--- config.mk ---
export PLATFORM = sky130hd
export DESIGN_NAME = ddr2_client_master
export DESIGN_NICKNAME = d
export VERILOG_FILES = /design/src/rtl/ddr2_client_master_pkg.sv /design/src/rtl/ddr2_client_master_lfsr64.sv /design/src/rtl/ddr2_client_master.sv
export SDC_FILE = /design/constraint.sdc
export NUM_CORES = 1
export LEC_CHECK = 0
export ABC_AREA = 1
export BUFFER_PORTS_ARGS = -buffer_cell sky130_fd_sc_hd__buf_2
export CORE_UTILIZATION = 51
export DETAILED_ROUTE_END_ITERATION = 7
export PLACE_DENSITY = 0.74
export SYNTH_ARGS = -nofsm -noshare
export SYNTH_HDL_FRONTEND = slang
export SYNTH_HIERARCHICAL = 1
export SYNTH_SLANG_ARGS = --single-unit
--- constraint.sdc ---
create_clock -name clk -period 3 [get_ports clk]
set_clock_uncertainty 0.2 [all_clocks]
set_input_delay 0.6 -clock clk [delete_from_list [all_inputs] [get_ports clk]]
set_output_delay 0.6 -clock clk [all_outputs]
set_load 0.05 [all_outputs]
--- src/rtl/ddr2_client_master_pkg.sv ---
`default_nettype none
// ============================================================================
// Module  : ddr2_client_master_pkg
// Brief   : Shared types and constants for the DDR2 client-port traffic
//           master: FSM state encoding and the 64-bit Galois LFSR step.
// Revision: 1.0 - initial release
// ============================================================================
package ddr2_client_master_pkg;

    // Request sequencer states; GAP states give the single idle cycle
    // between consecutive requests.
    typedef enum logic [2:0] {
        ST_IDLE    = 3'd0,
        ST_WR_REQ  = 3'd1,
        ST_WR_GAP  = 3'd2,
        ST_RD_SEED = 3'd3,
        ST_RD_REQ  = 3'd4,
        ST_RD_GAP  = 3'd5,
        ST_DONE    = 3'd6
    } state_t;

    // Right-shifting Galois form of taps 64,63,61,60 (bit indices 63,62,60,59).
    localparam logic [63:0] C_LFSR_TAPS = 64'hD800_0000_0000_0000;

    // One LFSR step; a nonzero state never maps to zero.
    function automatic logic [63:0] lfsr64_next(input logic [63:0] s);
        return {1'b0, s[63:1]} ^ (s[0] ? C_LFSR_TAPS : 64'h0);
    endfunction

endpackage
`default_nettype wire

--- src/rtl/ddr2_client_master_lfsr64.sv ---
`default_nettype none
// ============================================================================
// Module  : ddr2_client_master_lfsr64
// Brief   : 64-bit Galois LFSR with synchronous reload to SEED and an
//           advance strobe. Generates both the write data and the read
//           expectation stream.
// Revision: 1.0 - initial release
// ============================================================================
module ddr2_client_master_lfsr64
    import ddr2_client_master_pkg::*;
#(
    parameter logic [63:0] SEED = 64'hACE1_0000_0000_0001
) (
    input  logic        clk,
    input  logic        rst_n,
    input  logic        i_load,
    input  logic        i_advance,
    output logic [63:0] o_state
);

    logic [63:0] r_state;

    // Reload has priority so a restart always replays from SEED.
    always_ff @(posedge clk or negedge rst_n) begin
        if (!rst_n) begin
            r_state <= SEED;
        end else if (i_load) begin
            r_state <= SEED;
        end else if (i_advance) begin
            r_state <= lfsr64_next(r_state);
        end
    end

    assign o_state = r_state;

endmodule
`default_nettype wire

--- src/rtl/ddr2_client_master.sv ---
`default_nettype none
// ============================================================================
// Module  : ddr2_client_master
// Brief   : Client-port traffic master. Writes NUM_WORDS LFSR words from
//           START_ADDR, replays the LFSR to read and compare them, and
//           reports pass / timeout / error count / first failing address.
// Revision: 1.0 - initial release
// ============================================================================
module ddr2_client_master
    import ddr2_client_master_pkg::*;
#(
    parameter int                ADDR_W     = 26,
    parameter int                DATA_W     = 64,
    parameter logic [ADDR_W-1:0] START_ADDR = '0,
    parameter int                ADDR_INC   = 4,
    parameter int                NUM_WORDS  = 16,
    parameter logic [63:0]       SEED       = 64'hACE1_0000_0000_0001,
    parameter int                TIMEOUT    = 1024
) (
    input  logic              clk,
    input  logic              rst_n,
    input  logic              start,
    output logic              busy,
    output logic              done,
    output logic              pass,
    output logic              timeout,
    output logic [15:0]       err_count,
    output logic [ADDR_W-1:0] first_err,
    output logic [ADDR_W-1:0] c_addr,
    output logic [DATA_W-1:0] c_data_in,
    output logic              c_wr_req,
    output logic              c_rd_req,
    input  logic              c_rdy,
    input  logic [DATA_W-1:0] c_data_out
);

    localparam int                TW         = $clog2(TIMEOUT + 1);
    localparam logic [15:0]       C_LAST     = 16'(NUM_WORDS);
    localparam logic [ADDR_W-1:0] C_ADDR_INC = ADDR_W'(ADDR_INC);
    localparam logic [TW-1:0]     C_TO_LAST  = TW'(TIMEOUT - 1);

    state_t          r_state;
    logic [15:0]     r_word_cnt;
    logic [TW-1:0]   r_timer;
    logic [63:0]     w_lfsr;
    logic            w_start_acc;
    logic            w_accept;
    logic            w_lfsr_load;
    logic            w_mismatch;

    assign w_start_acc = start && (r_state == ST_IDLE || r_state == ST_DONE);
    assign w_accept    = (c_wr_req || c_rd_req) && c_rdy;
    assign w_lfsr_load = w_start_acc || (r_state == ST_RD_SEED);
    assign w_mismatch  = c_data_out != w_lfsr;

    ddr2_client_master_lfsr64 #(
        .SEED      (SEED)
    ) u_lfsr (
        .clk       (clk),
        .rst_n     (rst_n),
        .i_load    (w_lfsr_load),
        .i_advance (w_accept),
        .o_state   (w_lfsr)
    );

    // Request sequencer: owns every registered output, counters and checks.
    always_ff @(posedge clk or negedge rst_n) begin
        if (!rst_n) begin
            r_state    <= ST_IDLE;
            r_word_cnt <= '0;
            r_timer    <= '0;
            busy       <= 1'b0;
            done       <= 1'b0;
            pass       <= 1'b0;
            timeout    <= 1'b0;
            err_count  <= '0;
            first_err  <= '0;
            c_addr     <= '0;
            c_data_in  <= '0;
            c_wr_req   <= 1'b0;
            c_rd_req   <= 1'b0;
        end else begin
            case (r_state)
                ST_IDLE, ST_DONE: begin
                    if (start) begin
                        r_state    <= ST_WR_REQ;
                        busy       <= 1'b1;
                        done       <= 1'b0;
                        pass       <= 1'b0;
                        timeout    <= 1'b0;
                        err_count  <= '0;
                        first_err  <= '0;
                        c_wr_req   <= 1'b1;
                        c_addr     <= START_ADDR;
                        // LFSR reloads on this same edge, so present SEED directly.
                        c_data_in  <= DATA_W'(SEED);
                        r_word_cnt <= '0;
                        r_timer    <= '0;
                    end
                end
                ST_WR_REQ: begin
                    if (c_rdy) begin
                        c_wr_req   <= 1'b0;
                        r_word_cnt <= r_word_cnt + 16'd1;
                        r_state    <= ST_WR_GAP;
                    end else if (r_timer == C_TO_LAST) begin
                        c_wr_req   <= 1'b0;
                        r_state    <= ST_DONE;
                        done       <= 1'b1;
                        busy       <= 1'b0;
                        timeout    <= 1'b1;
                        pass       <= 1'b0;
                    end else begin
                        r_timer    <= r_timer + 1'b1;
                    end
                end
                ST_WR_GAP: begin
                    if (r_word_cnt == C_LAST) begin
                        r_state    <= ST_RD_SEED;
                    end else begin
                        c_wr_req   <= 1'b1;
                        c_addr     <= c_addr + C_ADDR_INC;
                        c_data_in  <= DATA_W'(w_lfsr);
                        r_timer    <= '0;
                        r_state    <= ST_WR_REQ;
                    end
                end
                ST_RD_SEED: begin
                    c_rd_req   <= 1'b1;
                    c_addr     <= START_ADDR;
                    r_word_cnt <= '0;
                    r_timer    <= '0;
                    r_state    <= ST_RD_REQ;
                end
                ST_RD_REQ: begin
                    if (c_rdy) begin
                        c_rd_req   <= 1'b0;
                        r_word_cnt <= r_word_cnt + 16'd1;
                        r_state    <= ST_RD_GAP;
                        if (w_mismatch) begin
                            if (err_count != 16'hFFFF) begin
                                err_count <= err_count + 16'd1;
                            end
                            // err_count never returns to zero, so this fires once.
                            if (err_count == 16'd0) begin
                                first_err <= c_addr;
                            end
                        end
                    end else if (r_timer == C_TO_LAST) begin
                        c_rd_req   <= 1'b0;
                        r_state    <= ST_DONE;
                        done       <= 1'b1;
                        busy       <= 1'b0;
                        timeout    <= 1'b1;
                        pass       <= 1'b0;
                    end else begin
                        r_timer    <= r_timer + 1'b1;
                    end
                end
                ST_RD_GAP: begin
                    if (r_word_cnt == C_LAST) begin
                        r_state    <= ST_DONE;
                        done       <= 1'b1;
                        busy       <= 1'b0;
                        pass       <= (err_count == 16'd0);
                    end else begin
                        c_rd_req   <= 1'b1;
                        c_addr     <= c_addr + C_ADDR_INC;
                        r_timer    <= '0;
                        r_state    <= ST_RD_REQ;
                    end
                end
                default: begin
                    r_state <= ST_IDLE;
                end
            endcase
        end
    end

endmodule
`default_nettype wire
* Yosys cells after proc, flatten, opt, wreduce, memory -nomap -nowiden
Index checks and enable logic that the tools add are counted.
** Word-level totals
- Flip-flop bits (word level) :: 232
- Bits in latches :: 0
- Memory bits (writable) :: 0
- Bits in read-only memories :: 0
- Input bits :: 68
- Output and inout bits :: 138
- Word-level logic and storage cells :: 123
- Memories :: 0
** Operators by class
- Add/sub/neg operators :: 4
- $mul :: 0
- Divide/modulo/power cells :: 0
- Magnitude comparators :: 0
- Eq/ne operators :: 25
- Shift-type cells :: 0
- Muxes and demuxes :: 49
- Bitwise logic cells :: 1
- Reductions and logical operators :: 30
** Operator list (number)
- $mux W64 :: 5
- $mux W26 :: 5
- $pmux W64 S2 :: 1
- $mux W16 :: 5
- $pmux W26 S3 :: 1
- $ne A64 B64 Y1 :: 1
- $xor A63 B64 Y64 :: 1
- $pmux W26 S2 :: 1
- $pmux W16 S3 :: 1
- $mux W11 :: 4
- $pmux W11 S4 :: 1
- $add A16 B1 Y16 const B :: 2
- $pmux W16 S2 :: 1
- $add A26 B3 Y26 const B :: 1
- $ne A2 B2 Y1 const B :: 11
- $reduce_and A5 Y1 :: 4
- $pmux W3 S6 :: 1
- $eq A16 B5 Y1 const B :: 1
- $logic_not A16 Y1 :: 1
- $ne A16 B16 Y1 const B :: 1
- $pmux W1 S3 :: 5
- $reduce_bool A3 Y1 :: 5
- $mux W3 :: 4
- $reduce_and A3 Y1 :: 4
- 17 further kinds :: 42

* Longest topological paths before layout
Gate-level depths: netlist (run 1).
- Depth after elaboration :: 5
- Depth in mapped cells :: 13
- Depth with buffers taken out :: 12

* Modules after synthesis
Netlist (run 1), hierarchy kept.
** By module, submodules not included
- ddr2_client_master :: times used 1, cells an instance 1344, area an instance 9595.5 µm², sequential area each 4103.9 µm²
- ddr2_client_master_lfsr64 :: times used 1, cells an instance 256, area an instance 2449.8 µm², sequential area each 1612.8 µm²

* Worst setup path after synthesis (run 1)
No wires, ideal clock.
- Path kind :: register -> register
- From :: register err_count[0]
- To :: register err_count[2]
- Data arrival time :: 2.038 ns
- Required time :: 2.733 ns
- Setup slack :: 0.695 ns
- Cell stages (with the launch flop) :: 11
- Buffers on the path :: 1
- Cell sequence :: dfrtp_1 > ha_1 > nand3_1 > nor3_1 > nand2_1 > nor3_2 > a21boi_4 > nand3_4 > buf_6 > nand2_1 > nand2_1
** On the way
- Cells in the longest elaborated chain, start to end :: 5
- Elaborated cells between the ends (all ways) :: 8
- Classes of those cells :: 1 x add/sub; 2 x eq/ne; 4 x mux; 1 x reduce/logical
** Ends and longest elaborated chain
- start, declared :: RTL line ddr2_client_master.sv:27 : output logic [15:0] err_count,
- start signal, assigned :: RTL line ddr2_client_master.sv:142 : err_count <= err_count + 16'd1;
- $add A16 B1 Y16 :: RTL line ddr2_client_master.sv:142
- $mux W16 :: RTL line ddr2_client_master.sv:141 : if (err_count != 16'hFFFF) begin
- $mux W16 :: RTL line ddr2_client_master.sv:140 : if (w_mismatch) begin
- $mux W16 :: RTL line ddr2_client_master.sv:136 : if (c_rdy) begin
- $pmux W16 S2 :: RTL line ddr2_client_master.sv:83 : case (r_state)
Several ways; a longest one is shown, not always the timed one. The select of a mux whose other input is x is not followed.
A chain may end at the register's enable or synchronous reset.

* Worst setup path after layout (run 1)
- From :: register u_lfsr.r_state[63], in the netlist u_lfsr/o_state[63]
- To :: register err_count[3]
** On the way
- Cells in the longest elaborated chain, start to end :: 3
** Ends and longest elaborated chain
- start, declared :: RTL line ddr2_client_master_lfsr64.sv:21 : logic [63:0] r_state;
- start signal, assigned :: RTL line ddr2_client_master_lfsr64.sv:30 : r_state <= lfsr64_next(r_state);
- $ne A64 B64 Y1 :: RTL line ddr2_client_master.sv:54 : assign w_mismatch = c_data_out != w_lfsr;
- $ne A2 B2 Y1 (no source line)
- $reduce_and A5 Y1 (no source line)
Every way passes these cells.

==> metrics.md, run 1 <==
| Metric | Value |
|---|---|
| Fin Setup TNS | 0 ns |
| Sequential element share of the synthesized area | 47.46% |
| Clk buf depth | 3 |
| Synth-to-Final Area Change | 18.49% |
| Post-synthesis mux area share | 0% |
| Largest cells by area after synthesis | dfrtp_1, nand2_1, o21ai_0 |
| GRT Overall Usage | 27.64% |
| PortBufs | 201 |
| Row count | 55 |
| Most common cell in the netlist | nand2_1 |
| Xor/xnor share of the synthesized area | 2.472% |
| Die area | 24240 um^2 |
| FF-to-FF setup slack | 0.55 ns |
| Synth Flop Type | dfrtp_1 |
| Synth Instances | 1600 |
| Main combinational cell family by area after synthesis | simple AND/OR/NAND/NOR gates |
| Gr ovfl total | 0 |
| Synth unique cells | 43 |
| Routed Wire Length | 32.78 mm |
| Pwr Density | 766.5 nW/um^2 |
| Fin crit share | 81.64% |
| Final Max Tran Viols | 0 |
| Hpwl dp | 23.75 mm |
| H-tree depth | 1 |
| Worst R2R End | err_count[3] |
| Number of global-route vias before repair | 10580 |
| RSZ-0062 raised after global routing | false |
| Nets | 1871 |
| Critical Path Sink Type | flop |
| Cell taking the most area after synthesis | dfrtp_1 |
| CP required | 3.25 ns |
| Data arrival, critical path | 2.70 ns |
| Fin cells | 2128 |
| Iteration-0 DRC count of the detailed router | 982 |
| Initial Util | 52.56% |
| Syn. warnings | 6 |
| Wire per inst | 15.40 um |
| Relative slew slack | 29.34% |
| Setup crit end | err_count[3] |
| Placer congestion estimate | 0.8946 |
| Placed Cells | 2081 |
| Max VDD drop | 0.4362 mV |
| DRC Markers | 0 |
| First-pass GRT wire length | 53.60 mm |
| Mapped Area | 12050 um^2 |
| Adder-Cell Fraction of Synth Area | 0.6232% |
| Syn Area/Cell | 7.528 um^2 |
| Clock latency on the worst-skew pair | 0.53 ns |
| Crit-path max FO | 18 |
| Final Hold Fails | 0 |
| Setup repair bufs after CTS | 0 |
| Die width | 155.7 um |
| Total CTS buffers | 26 |
| First-pass iteration count of the detailed router | 5 |
| Top cells by count, synth | nand2_1, dfrtp_1, inv_1, nor2_1, o21ai_0 |
| CTS tree | built |
| Initial antenna violation count | 3 |
| Fmax | 408.3 MHz |
| Post-synth EDFFs | 0 |
| Worst Reg-to-Reg Cells | 13 |
| Async set-reset flop share out of synthesis | 100.0% |
| Cts hold-fix bufs | 1 |
| Reg clk slew, reported paths | 0.06 ns |
| Clk root buf | clkbuf_16 |
| Reg-to-Reg Start | u_lfsr/o_state[63] |
| Hold WS | 0.1681 ns |
| Core ar. | 22920 um^2 |
| Tmin final | 2.449 ns |
| Largest net degree at the start of global routing | 65 |
| Slew @ Worst Pin | 1.055 ns |
| Share of layout cells above drive strength 1 | 17.59% |
| Antenna viol nets, final | 0 |
| Final setup viols | 0 |
| Leak pwr | 7.216 nW |
| Path type of the worst min-delay path | in2reg |
| Kind of critical path | reg2reg |
| Maxcap violations | 0 |
| Crit start category | flop |
| Top cell type's share of synthesized area | 45.50% |
| Vias per cell | 5.267 |
| Num ports | 206 |
| Synth Area in Simple Gates | 30.57% |
| Yosys reg bits | 228 |
| Die Ht | 155.7 um |
| Worst Setup SP | u_lfsr/o_state[63] |
| TritonCTS Sinks | 228 |
| Compound-gate portion of the synthesized area | 10.46% |
| Via Count | 11210 |
| Cts repair resizes | 0 |
| Status | completed |
[state kept, by name (all words and copies together) (netlist names)]
| name | cells |
|---|---|
| u_lfsr/o_state | 64 |
| r_state | 3 |
| r_word_cnt | 16 |
| pass | 1 |
| r_timer | 11 |
| c_rd_req | 1 |
| first_err | 24 |
| timeout | 1 |
| c_addr | 24 |
| err_count | 16 |
| busy | 1 |
| done | 1 |
| c_wr_req | 1 |
| c_data_in | 64 |
[per-stage QoR]
stage / setup WS, ns / util (%) / cell area, um^2 / total power, mW
2_1_floorplan: 0.6951 / - / 12060 / 6.703
3_3_place_gp: 0.5040 / 58.48 / 13400 / 7.753
3_5_place_dp: 0.4703 / 58.48 / 13400 / 7.800
4_1_cts: 0.5245 / 62.27 / 14270 / 11.02
5_1_grt: 0.3494 / 62.27 / 14270 / 11.58
6_report: 0.5509 / 62.28 / 14270 / 10.94
[cell type report]
cell class	count	area [um^2]
flip-flops and latches	228	5717
multi-input cells	1131	5333
well taps	313	391.6
clock inverters	8	107.6
diodes	1	2.502
inverters	182	685.7
fillers	2103	8643
repair buffers	228	1284
clock buffers	37	752.0
[power breakdown]
| group | switching [mW] | internal (mW) | total, mW |
|---|---|---|---|
| sequential | 0.391 | 3.47 | 3.86 |
| clock | 1.26 | 1.91 | 3.17 |
| combinational | 2.92 | 0.991 | 3.91 |
[layer usage]
layer | GRT usage, % | vias to the layer above | wire (um)
met5 | 0 | - | 10
met4 | 8.730 | 2 | 876
met3 | 5.000 | 56 | 2219
met2 | 45.85 | 356 | 15230
met1 | 36.78 | 5264 | 14440
li1 | - | 5530 | -
[critical path, cell delays in order, from the launching register on]
cell and delay [ns]:
dfstp_2 0.61, inv_1 0.05, nand2_1 0.05, nand2_1 0.05
nor2_1 0.13, nand2_1 0.11, nor2_1 0.19, nand2_1 0.08
nor2_1 0.11, nand3_2 0.19, buf_4 0.27, nand3_4 0.18
nand2_1 0.07, nand2_1 0.06
[worst min path at each step]
stage                              from             to  depth (start not counted)
after floorplan                   rst_n           busy                          0
after global placement    first_err[23]  first_err[23]                          2
after detailed placement   first_err[5]   first_err[5]                          2
after CTS                         start     r_state[0]                          3
after global routing              start     r_state[0]                          3
final                             start     r_state[0]                          3
[logic make-up (layout without fill, tap and decap cells)]
family / count (synthesis) / count (layout)
other: 1 / 5
buffers and inverters: 244 / 455
adders and majority gates: 6 / 6
xor gates and xnor gates: 34 / 34
and+or+nand+nor: 861 / 861
DFF: 228 / 228
AOI/OAI and AO/OA: 226 / 226
[cell usage in the layout (no fill, tap or decap), types with 3 or more instances in the layout]
master	n
nand2_1	512
clkinv_2	3
o21ai_1	20
buf_12	5
nand4_1	61
buf_2	200
clkbuf_1	5
xnor2_1	12
nor3_1	27
nand3_2	4
inv_2	6
or2_2	4
o21ai_2	11
o21ai_0	132
buf_4	21
ha_1	6
nor4_1	6
a21oi_1	31
xor2_1	22
nor2_2	4
clkbuf_16	26
nor2_1	155
a31oi_1	4
dfrtp_1	219
conb_1	4
o31ai_1	24
nand3b_1	7
dfstp_2	9
nand3_1	67
inv_1	175
clkbuf_8	6
nand2_2	4
No activity file was read; power rests on OpenSTA's default activity.
==> run 2: changes to the inputs <==
--- a/config.mk
+++ b/config.mk
@@ -9,7 +9,7 @@
 export BUFFER_PORTS_ARGS = -buffer_cell sky130_fd_sc_hd__buf_2
 export CORE_UTILIZATION = 51
 export DETAILED_ROUTE_END_ITERATION = 7
-export PLACE_DENSITY = 0.74
+export PLACE_DENSITY = 0.76
 export SYNTH_ARGS = -nofsm -noshare
 export SYNTH_HDL_FRONTEND = slang
 export SYNTH_HIERARCHICAL = 1
==> constraint.sdc (replaced) <==
create_clock -name clk -period 2.2 [get_ports clk]
set_clock_uncertainty 0.2 [all_clocks]
set_input_delay 0.44 -clock clk [delete_from_list [all_inputs] [get_ports clk]]
set_output_delay 0.44 -clock clk [all_outputs]
set_load 0.05 [all_outputs]
==> run 2 against run 1 <==
Compared with the run above:
- combinational power grew 63%
- worst hold slack lost 0.14 ns
- via count grew 3.5%
- register-to-register slack lost 0.53 ns
- sequential power grew 35%
- utilization grew 3.2 points
- final cell count grew 2.4%
- wire length grew 5.2%
==> metrics.md, run 2 (same netlist as run 1, synthesis figures left out) <==
| Metric | Value |
|---|---|
| Leak pwr | 7.568 nW (+4.9%) |
| First-pass iteration count of the detailed router | 8 (+3) |
| Biggest cell delay along the critical path | 0.57 ns (-0.04 ns) |
| Final Max Tran Viols | 0 (unchanged) |
| Path type of the worst min-delay path | in2reg |
| Gr ovfl total | 0 (unchanged) |
| Core ar. | 22920 um^2 (unchanged) |
| Power, Total | 16.13 mW (+47%) |
| Setup ws final | 0.02132 ns (-0.5296 ns) |
| Critical-path top delay cell | dfstp_2 |
| Die Ht | 155.7 um (unchanged) |
| Maxcap violations | 0 (unchanged) |
| Status | completed |
| Row count | 55 (unchanged) |
| Kind of critical path | reg2reg |
| Placer congestion estimate | 0.8949 (about the same) |
| Fmax | 459.0 MHz (+12%) |
| Die area | 24240 um^2 (unchanged) |
| Seq. cell area | 5722 um^2 (about the same) |
| Initial antenna violation count | 2 (-1) |
| Largest net degree at the start of global routing | 58 (-11%) |
| PortBufs | 201 (unchanged) |
| Fin crit share | 99.03% (+17 points) |
| Total CTS buffers | 26 (unchanged) |
| Multi-input logic area | 5489 um^2 (+2.9%) |
| Crit path cell chain | inv_2 > nand2_2 > nand2_2 > nor2_2 > nand2_1 > nor2_1 > nand2_1 > nor2_2 > nand3_4 > nand3_4 > clkbuf_16 > nand2_1 > nand2_1 |
| Nets | 1920 (+2.6%) |
| Hold WS | 0.02990 ns (-0.1382 ns) |
| RSZ-0062 raised after global routing | true |
| H-tree depth | 1 (unchanged) |
| Routed Wire Length | 34.50 mm (+5.2%) |
| Critical Path Sink Type | flop |
| Pwr Density | 1074 nW/um^2 (+40%) |
| Crit start category | flop |
| Clk buf depth | 3 (unchanged) |
| First-pass GRT wire length | 54.52 mm (+1.7%) |
| Via Count | 11600 (+3.5%) |
| Wire per inst | 15.82 um (+2.7%) |
| Final Hold Fails | 0 (unchanged) |
| Fill count | 1948 (-7.4%) |
| Crit-path max FO | 6 (-12) |
| Iteration-0 DRC count of the detailed router | 898 (-8.6%) |
| Initial Util | 52.56% (unchanged) |
| Fin Setup TNS | 0 ns (unchanged) |
| Hpwl dp | 24.58 mm (+3.5%) |
| Clock latency on the worst-skew pair | 0.54 ns (about the same) |
| CP dominant cell by count | nand2_1 |
| Share of layout cells above drive strength 1 | 22.35% (+4.8 points) |
| Tmin final | 2.179 ns (-0.2704 ns) |
| Pre-CTS setup slack | -0.1343 ns (-0.6047 ns) |
| GRT Overall Usage | 28.09% (+0.45 points) |
| TritonCTS Sinks | 228 (unchanged) |
| Clk root buf | clkbuf_16 |
| Data arrival, critical path | 2.45 ns (-0.25 ns) |
| Die width | 155.7 um (unchanged) |
| Number of global-route vias before repair | 10850 (+2.6%) |
| Most common cell after layout, fill and taps aside | nand2_1 |
| Vias per cell | 5.321 (+1.0%) |
| Most frequent cells in the layout | nand2_1, dfrtp_1, buf_2, inv_1, nor2_1 |
| Final setup viols | 0 (unchanged) |
| CTS tree | built |
| Final core occ | 65.53% (+3.2 points) |
| Antenna viol nets, final | 0 (unchanged) |
| DRC Markers | 0 (unchanged) |
| Synth-to-Final Area Change | 24.66% |
| Cell family with most CP delay | simple AND/OR/NAND/NOR gates |
| Max VDD drop | 0.5516 mV (+26%) |
| CP required | 2.47 ns (-0.78 ns) |
| Worst Path Buf+Inv | 2 (unchanged) |
| Num ports | 206 (unchanged) |
| Reg clk slew, reported paths | 0.06 ns (about the same) |
## run 2: changes by cell type in the layout (fill, tap and decap cells not counted), sizes merged
| cell | change |
|---|---|
| nor2 | +1 |
| clkbuf | +3 |
| bufinv | +1 |
| buf | +46 |
| clkinv | +2 |
| clkinvlp | -1 |
## run 2: layer usage
metal	up-vias	track usage [%]	part of all wire [%]
met5	-	0	0.038
met4	2	7.656	2.3
met3	57	4.500	6.6
met2	410	47.53	48
met1	5499	37.44	43
li1	5632	-	-
## run 2: stage by stage
stage,cell area (um^2),instances
detailed placement,13770,2117
floorplan,12060,1603
global route,15010,2179
CTS,14710,2166
finish,15020,2180
global placement,13770,2117
## run 2: power breakdown
| part | total [mW] | leakage (nW) | internal [mW] | switching [mW] |
|---|---|---|---|---|
| sequential | 5.23 | 3.09 | 4.73 | 0.494 |
| clock | 4.52 | 0.449 | 2.76 | 1.76 |
| combinational | 6.37 | 4.03 | 2.06 | 4.31 |
| total | 16.1 | 7.57 | 9.56 | 6.57 |
## run 2: repair_timing
item | 4_1_cts | 5_1_grt
hold buffers | 1 | 0
buffers inserted | 0 | 9
gates cloned | 0 | 4
pin swaps | 2 | 9
gates resized for setup | 9 | 49
setup endpoints to repair | 40 | 164
hold endpoints to repair | 220 | 0
## run 2: area by class of cell
class                      count  area share (%)
antenna                        1         0.01667
clock buffer                  38           5.100
clock inverter                10          0.9083
inverter                     182           4.566
multi-input combinational   1132           36.56
sequential                   228           38.11
tap                          313           2.608
timing repair buffer         276           12.14
## run 2: tightest hold or removal path: stages
cell	delay [ns]
buf_2	0.13
inv_1	0.08
a21oi_1	0.07
## run 2: worst paths after layout
kind                               startpoint  cells after the start  slack, ns            endpoint
max                        u_lfsr/o_state[53]                     13       0.02       first_err[12]
min                                     start                      3       0.03          r_state[0]
max reg2reg                u_lfsr/o_state[53]                     13       0.02       first_err[12]
min reg2reg                     first_err[20]                      2       0.27       first_err[20]
max in group asynchronous               rst_n                      3       0.96  u_lfsr/o_state[53]
min in group asynchronous               rst_n                      2       0.19          r_timer[4]
==> run 3: changes to the inputs <==
--- a/config.mk
+++ b/config.mk
@@ -7,9 +7,8 @@
 export LEC_CHECK = 0
 export ABC_AREA = 1
 export BUFFER_PORTS_ARGS = -buffer_cell sky130_fd_sc_hd__buf_2
-export CORE_UTILIZATION = 51
+export CORE_UTILIZATION = 30
 export DETAILED_ROUTE_END_ITERATION = 7
-export PLACE_DENSITY = 0.76
 export SYNTH_ARGS = -nofsm -noshare
 export SYNTH_HDL_FRONTEND = slang
 export SYNTH_HIERARCHICAL = 1
==> run 3 against run 2 <==
Compared with the run above:
- via count grew 4.0%
- utilization shrank 24 points
- cell area grew 9.8%
- non-clock buffer count grew 83
- sequential share of layout area shrank 3.4 points
- clock power grew 2%
- final cell count grew 14%
- worst setup slack lost 0.0052 ns
- worst hold slack gained 0.084 ns
- wire length grew 20%
- largest cell class unchanged
- largest power group unchanged
==> metrics.md, run 3 (same netlist as run 1, synthesis figures left out) <==
| Metric | Value |
|---|---|
| Max VDD drop | 0.6307 mV (+14%) |
| Most common cell after layout, fill and taps aside | nand2_1 |
| Hpwl dp | 28.99 mm (+18%) |
| Status | completed |
| Cell area after layout | 16490 um^2 (+9.8%) |
| Path type of the worst min-delay path | in2reg |
| Placer congestion estimate | 0.8835 (-1.3%) |
| Critical Path Sink Type | flop |
| Clk buf depth | 3 (unchanged) |
| Fmax | 457.9 MHz (-0.24%) |
| Fin cells | 2482 (+14%) |
| Crit start category | flop |
| Total CTS buffers | 27 (+3.8%) |
| Die area | 40960 um^2 (+69%) |
| Kind of critical path | reg2reg |
| First-pass iteration count of the detailed router | 5 (-3) |
| Reg power frac | 28.2% (-4.2 points) |
| RSZ-0062 raised after global routing | true |
| Fin Setup TNS | 0 ns (unchanged) |
| Largest net degree at the start of global routing | 56 (-3.4%) |
| Nets | 2004 (+4.4%) |
| M2 GR Usage | 32.50% (-15 points) |
| TritonCTS Sinks | 228 (unchanged) |
| Leak pwr | 8.189 nW (+8.2%) |
| Row count | 73 (+33%) |
| P_int | 10.86 mW (+14%) |
| GRT busiest layer | met2 |
| Routed Wire Length | 41.53 mm (+20%) |
| Logic pwr share | 46.7% (+7.2 points) |
| Initial antenna violation count | 12 (+10) |
| Placed Cells | 2383 (+13%) |
| Maxcap violations | 0 (unchanged) |
| Clk root buf | clkbuf_16 |
| FF-to-FF setup slack | 0.02 ns (about the same) |
| Switching power total | 7.481 mW (+14%) |
| GRT Overall Usage | 19.22% (-8.9 points) |
| Num ports | 206 (unchanged) |
| Initial Util | 30.39% (-22 points) |
| CP required | 2.43 ns (-0.04 ns) |
| Final Hold Fails | 0 (unchanged) |
| Reg clk slew, reported paths | 0.06 ns (about the same) |
| Share of layout cells above drive strength 1 | 28.14% (+5.8 points) |
| Final setup viols | 0 (unchanged) |
| Data arrival, critical path | 2.42 ns (-0.03 ns) |
| Iteration-0 DRC count of the detailed router | 782 (-13%) |
| Pwr Density | 1112 nW/um^2 (+3.6%) |
| Crit-path max FO | 10 (+4) |
| Most frequent cells in the layout | nand2_1, dfrtp_1, buf_2, inv_1, nor2_1 |
| Final Max Tran Viols | 0 (unchanged) |
| Tmin final | 2.184 ns (+0.005196 ns) |
| Via Count | 12070 (+4.0%) |
| Number of global-route vias before repair | 11650 (+7.4%) |
| H-tree depth | 1 (unchanged) |
| Clock latency on the worst-skew pair | 0.56 ns (+0.02 ns) |
| Met3 layer usage reported by global route | 3.886% (-0.61 points) |
| Die width | 202.4 um (+30%) |
| Power, Total | 18.34 mW (+14%) |
| First-pass GRT wire length | 63.65 mm (+17%) |
| Hold WS | 0.1137 ns (+0.08381 ns) |
| Antenna viol nets, final | 0 (unchanged) |
| Placement Cell Area | 14490 um^2 (+5.2%) |
| Die Ht | 202.4 um (+30%) |
| Clock power frac | 25.1% (-2.9 points) |
| DRC Markers | 0 (unchanged) |
| Vias per cell | 4.862 (-8.6%) |
| CTS tree | built |
| PortBufs | 201 (unchanged) |
| Core ar. | 39640 um^2 (+73%) |
| Met1 Usage GRT | 25.06% (-12 points) |
| Switching Share | 40.79% (+0.059 points) |
| Synth-to-Final Area Change | 36.89% |
| Gr ovfl total | 0 (unchanged) |
| Wire per inst | 16.73 um (+5.7%) |
| Fin crit share | 99.27% (+0.24 points) |
run 3: cell count changes in the layout (fill, tap and decap cells not counted), moves of 5 or more:
| cell | delta |
|---|---|
| diode_2 | +5 |
| nand2_1 | -28 |
| o31ai_1 | -12 |
| clkbuf_16 | +15 |
| nand2_2 | +24 |
| o21ai_0 | -5 |
| nor2_4 | +5 |
| o31ai_2 | +11 |
| buf_4 | +58 |
| nor2_1 | -5 |
run 3: layer usage:
| layer | wire length (um) | part of all wire, % |
|---|---|---|
| met1 | 17720 | 43 |
| met2 | 20080 | 48 |
| met3 | 2689 | 6.5 |
| met4 | 939 | 2.3 |
| met5 | 100 | 0.24 |
run 3: power groups by stage:
stage | Sequential [mW] | Clock [mW] | Combinational, mW
floorplan | 5.81 | 0 | 3.33
global placement | 5.20 | 0 | 6.54
detailed placement | 5.22 | 0 | 6.57
CTS | 5.15 | 4.72 | 6.72
global route | 5.22 | 4.87 | 9.22
finish | 5.16 | 4.60 | 8.57
run 3: final timing paths:
check                                    from       endpoint  cells past startpoint
worst max-delay path               r_state[0]  c_data_in[11]                     10
worst min-delay path                    c_rdy     r_state[2]                      4
worst max register to register     r_state[0]  c_data_in[11]                     10
worst min register to register  first_err[25]  first_err[25]                      2
max in group asynchronous               rst_n   first_err[6]                      3
min in group asynchronous               rst_n  c_data_in[44]                      2
run 3: timing repair:
| action | 4_1_cts | 5_1_grt |
|---|---|---|
| hold endpoints to repair | 47 | 0 |
| gates cloned | 1 | 21 |
| endpoints found under the setup margin | 57 | 188 |
| pin swaps | 4 | 31 |
| hold buffers | 2 | 0 |
| gates resized for setup | 13 | 115 |
| buffers inserted | 3 | 17 |
run 3: final cells by class:
type                       count  area [um^2]
clock inverter                14        156.4
clock buffer                  36        749.5
multi-input combinational   1132         5703
fill                        4098        23150
sequential                   228         5723
tap                          525        656.9
antenna                        6        15.01
inverter                     182        685.7
timing repair buffer         359         2799
run 3: worst max-delay path: stages, from the launching register on:
cell and delay (ns):
dfrtp_1 0.38, nor2_2 0.15, buf_4 0.12, inv_1 0.04, o21ai_2 0.16, buf_4 0.16
o211ai_1 0.12, buf_4 0.20, clkbuf_16 0.18, clkbuf_16 0.17, o31ai_1 0.19
run 3: per-stage QoR:
step                      worst slack (ns)  utilization [%]
after global placement             -0.3072            36.56
after CTS                         -0.02958            39.12
after floorplan                   0.001899                -
final                              0.01612            41.59
after detailed placement           -0.2778            36.56
after global routing              -0.07921            41.56
